**config.mk**
```make
export PLATFORM = sky130hd
export DESIGN_NAME = demux_striper
export DESIGN_NICKNAME = d
export VERILOG_FILES = /design/src/rtl/demux_striper.sv
export SDC_FILE = /design/constraint.sdc
export NUM_CORES = 1
export LEC_CHECK = 0
export CORE_UTILIZATION = 53
export CTS_BUF_LIST = sky130_fd_sc_hd__clkbuf_8
export DETAILED_ROUTE_END_ITERATION = 16
export HOLD_SLACK_MARGIN = 0.06
export PLACE_DENSITY = 0.86
export SETUP_SLACK_MARGIN = 0.3
export SLEW_MARGIN = 20
export SYNTH_ARGS = -nofsm -noshare
export SYNTH_HDL_FRONTEND = slang
export SYNTH_SLANG_ARGS = --single-unit
```
**constraint.sdc**
```tcl
create_clock -name clk -period 3.36 [get_ports clk]
set_input_delay 0.84 -clock clk [delete_from_list [all_inputs] [get_ports clk]]
set_output_delay 0.84 -clock clk [all_outputs]
set_load 0.01 [all_outputs]
```
**src/rtl/demux_striper.sv**
```systemverilog
// demux_striper: registered 1-to-2 byte demultiplexer.
// Stripes an upstream valid-qualified stream alternately onto lane 0 and
// lane 1 (starting with lane 0), with a one-entry holding register that
// absorbs a beat while the selected lane is paused.
// Optional feature macro: DEMUX_BEAT_COUNT_EN adds count_0 / count_1, the
// 8-bit wrapping per-lane beat counters.
//
// state | meaning
// SEND  | ready for upstream; an accepted beat goes straight to lane sel
// HOLD  | one beat parked in hold_reg waiting for lane sel to unpause
module demux_striper #(
  parameter int DATA_WIDTH = 8
) (
  input  logic                  clk,
  input  logic                  reset,
  input  logic [DATA_WIDTH-1:0] data_in,
  input  logic                  valid_in,
  output logic                  ready_in,
  input  logic                  pause_0,
  input  logic                  pause_1,
  output logic [DATA_WIDTH-1:0] data_out_0,
  output logic                  valid_out_0,
  output logic [DATA_WIDTH-1:0] data_out_1,
  output logic                  valid_out_1,
`ifdef DEMUX_BEAT_COUNT_EN
  output logic                  sel_out,
  output logic [7:0]            count_0,
  output logic [7:0]            count_1
`else
  output logic                  sel_out
`endif
);

  typedef enum logic {SEND = 1'b0, HOLD = 1'b1} state_t;

  state_t                state;
  state_t                next_state;
  logic                  sel;
  logic [DATA_WIDTH-1:0] hold_reg;
  logic                  pause_sel;
  logic                  wr_en;
  logic [DATA_WIDTH-1:0] wr_data;
  logic                  load_hold;

  // Only the pause of the lane currently selected matters.
  assign pause_sel = sel ? pause_1 : pause_0;
  assign ready_in  = (state == SEND) && !reset;
  assign sel_out   = sel;

  // Next-state logic: decide whether a beat is written to a lane this cycle.
  always_comb begin
    next_state = state;
    load_hold  = 1'b0;
    wr_en      = 1'b0;
    wr_data    = hold_reg;
    case (state)
      SEND: begin
        if (valid_in) begin
          if (!pause_sel) begin
            wr_en   = 1'b1;
            wr_data = data_in;
          end else begin
            load_hold  = 1'b1;
            next_state = HOLD;
          end
        end
      end
      HOLD: begin
        if (!pause_sel) begin
          wr_en      = 1'b1;
          wr_data    = hold_reg;
          next_state = SEND;
        end
      end
      default: next_state = SEND;
    endcase
  end

  // FSM state, lane select and holding register.
  always_ff @(posedge clk or posedge reset) begin
    if (reset) begin
      state    <= SEND;
      sel      <= 1'b0;
      hold_reg <= '0;
    end else begin
      state <= next_state;
      if (wr_en) sel <= ~sel;
      if (load_hold) hold_reg <= data_in;
    end
  end

  // Lane output registers; strobes last exactly one cycle per written beat.
  always_ff @(posedge clk or posedge reset) begin
    if (reset) begin
      data_out_0  <= '0;
      valid_out_0 <= 1'b0;
      data_out_1  <= '0;
      valid_out_1 <= 1'b0;
    end else begin
      valid_out_0 <= wr_en && !sel;
      valid_out_1 <= wr_en && sel;
      if (wr_en && !sel) data_out_0 <= wr_data;
      if (wr_en && sel)  data_out_1 <= wr_data;
    end
  end

`ifdef DEMUX_BEAT_COUNT_EN
  // Per-lane beat counters, bumped on the same edge as the lane strobe.
  always_ff @(posedge clk or posedge reset) begin
    if (reset) begin
      count_0 <= 8'd0;
      count_1 <= 8'd0;
    end else begin
      if (wr_en && !sel) count_0 <= count_0 + 8'd1;
      if (wr_en && sel)  count_1 <= count_1 + 8'd1;
    end
  end
`endif

endmodule

```
==> flow_summary.ini <==
[place]
gp_congestion = 0.853
placed_cell_area_um2 = 1550
dp_slack_ns = 0.621
hpwl_um = 1860
port_buffers = 32

[clock_tree]
htreeDepth = 1
hold_buffers = 0
cts-root-buf = clkbuf_8
cts_setup_buffers = 0
cts_resized = 0
cts.clk_slew.worst_paths_ns = 0.09
cts_made_buffers = 3
clock_sinks = 28
cts_tree = built
cts_buffer_depth = 2
clk_latency_ns = 0.27

[route]
wl_per_cell_um = 15.6
first_pass_iters = 4
first_iter_violations = 40
num_vias = 997
drc = 0
drt_wl_total_um = 2530
vias_per_cell = 6.15
ant_nets = 0

[critical_path]
path_class = input pin to primary output
cp_top_family = buffers and inverters
end_kind = primary output
r2r.worst_path.cells = 3
slowest_stage = clkdlybuf4s50_1
start_kind = input pin
worst-path-buf-inv = 2
crit_start = reset
cp_num_cells = 3
worstPathArrival_ns = 1.92
crit_path_max_incr_delay_ns = 0.55
worst-path-max-fanout = 2
r2r_start = sel_out
r2r-end = data_out_1[3]
crit_path_frequent_cell = clkdlybuf4s50_1
rrSetupSlack_ns = 1.70
required_ns = 2.52
crit_end = ready_in
crit_path_cell_trace = clkdlybuf4s50_1 -> nor2_1 -> clkdlybuf4s50_1

[layout]
insertedDiodeCount = 0
syn_to_final_growth_pct = 26.6
nets = 149
design_area_um2 = 1590
drive_gt1_share_pct = 12.7
nFillCells = 174

[synthesis]
synthDistinctLibCells = 19
yosys_most_used_dff = dfrtp_1
syn-cell-area_um2 = 1260
seq_area_frac_synth_pct = 55.8
syn-num-nets = 120
synth_cells = 107
synth.avg_cell_area_um2 = 11.7
synthArstFlopShare_pct = 100
synth.most_common_cell = dfrtp_1
ys_ff_latch = 28
synth-warning-count = 0
yosys.area.top_type = dfrtp_1
synth_top_area_share_pct = 55.8
synth_edf_count = 0
synthTopCellsByArea = dfrtp_1 56%, mux2_2 8.1%, a31oi_1 8.0%, a21oi_1 6.4%, nand4b_1 5.6%
synth_common_cells = 28 x dfrtp_1, 16 x a21oi_1, 16 x a31oi_1

[floorplanning]
rows = 17
ioPinCount = 33
die_w_um = 50.7
die_area_um2 = 2570
core_um2 = 2230
die_h_um = 50.7
initial_core_util_pct = 56.2

[timing]
slew_headroom_pct = 55.2
min_period_ns = 2.76
tns_ns = 0
slew_viol_final = 0
skew_ns = 0.00155
worst_pin_slew_ns = 0.670
setup_ws_ns = 0.599
finalCritPeriodShare_pct = 82.2
holdWs_ns = 0.509
rsz0062_at_grt = false
hold_viol = 0
fmax_mhz = 362
setup-violations-final = 0

[grt]
grt.busiest_layer = met2
antenna_found_initial = 0
grt_use_met2_pct = 37.3
grt_max_degree = 29
use_met1_pct = 31.3
grt_pass1_vias = 916
overflow = 0
track_usage_pct = 22.7
grt_first_pass_wirelength_um = 4270
use_met3_pct = 2.73

[power_and_ir_drop]
power_density_nw_per_um2 = 829
ir_drop_v = 0.000473
leakagePower_nw = 0.609

[outcome]
run_status = completed

[worst_hold_path]
hp-class = register to register

[job]
maxCapViolCount = 0
## layer usage
metal,wire [um],vias up
li1,-,457
met1,1110,504
met2,1280,31
met3,97,5
met4,32,0
met5,0,-
## worst min path at each step
| stage | slack, ns | end | cells after the start | startpoint |
|---|---|---|---|---|
| after global placement | 0.48 | hold_reg[6] | 1 | hold_reg[6] |
| after global routing | 0.52 | hold_reg[6] | 1 | hold_reg[6] |
| after floorplan | 0.47 | hold_reg[0] | 1 | hold_reg[0] |
| after detailed placement | 0.49 | hold_reg[3] | 1 | hold_reg[3] |
| final | 0.51 | hold_reg[6] | 1 | hold_reg[6] |
| after CTS | 0.51 | hold_reg[6] | 1 | hold_reg[6] |
## power by group
group	leakage [nW]	internal, mW	switching [mW]
sequential	0.323	0.486	0.0868
clock	0.0216	0.0803	0.0939
combinational	0.265	0.317	0.254
## kinds of logic after synthesis
family          share of synthesized area (%)
simple gates                             11.2
flops                                    55.8
mux                                      9.86
buf+inv                                  5.28
compound gates                           17.9
## metrics by stage
| step | instances | util [%] | power (mW) |
|---|---|---|---|
| after floorplan | 107 | - | 0.881 |
| after global placement | 159 | 69.4 | 1.13 |
| after detailed placement | 159 | 69.4 | 1.15 |
| after CTS | 162 | 71.2 | 1.32 |
| after global routing | 162 | 71.2 | 1.41 |
| final | 162 | 71.2 | 1.32 |
## cells in the final DEF (no fill, tap or decap)
cell             instances
nand2b_1                 2
or2_1                    1
and2_4                   1
inv_2                    1
nand4b_1                 8
a21oi_1                 16
mux2_2                   9
o21ai_0                  9
nor2_1                   4
clkdlybuf4s50_1         32
nor2b_1                  1
dfrtp_1                 28
mux2i_4                  1
clkbuf_8                 3
a31oi_1                 16
nor2_4                   1
nor3_2                   1
## cell type report
class                      instances  area, um^2  area share, %
inverter                           1        3.75          0.236
tap                               28        35.0           2.20
sequential                        28         701           44.1
timing repair buffer              32         320           20.1
multi-input combinational         70         489           30.8
clock buffer                       3        41.3           2.60
Power figures use the tool's default switching activity.
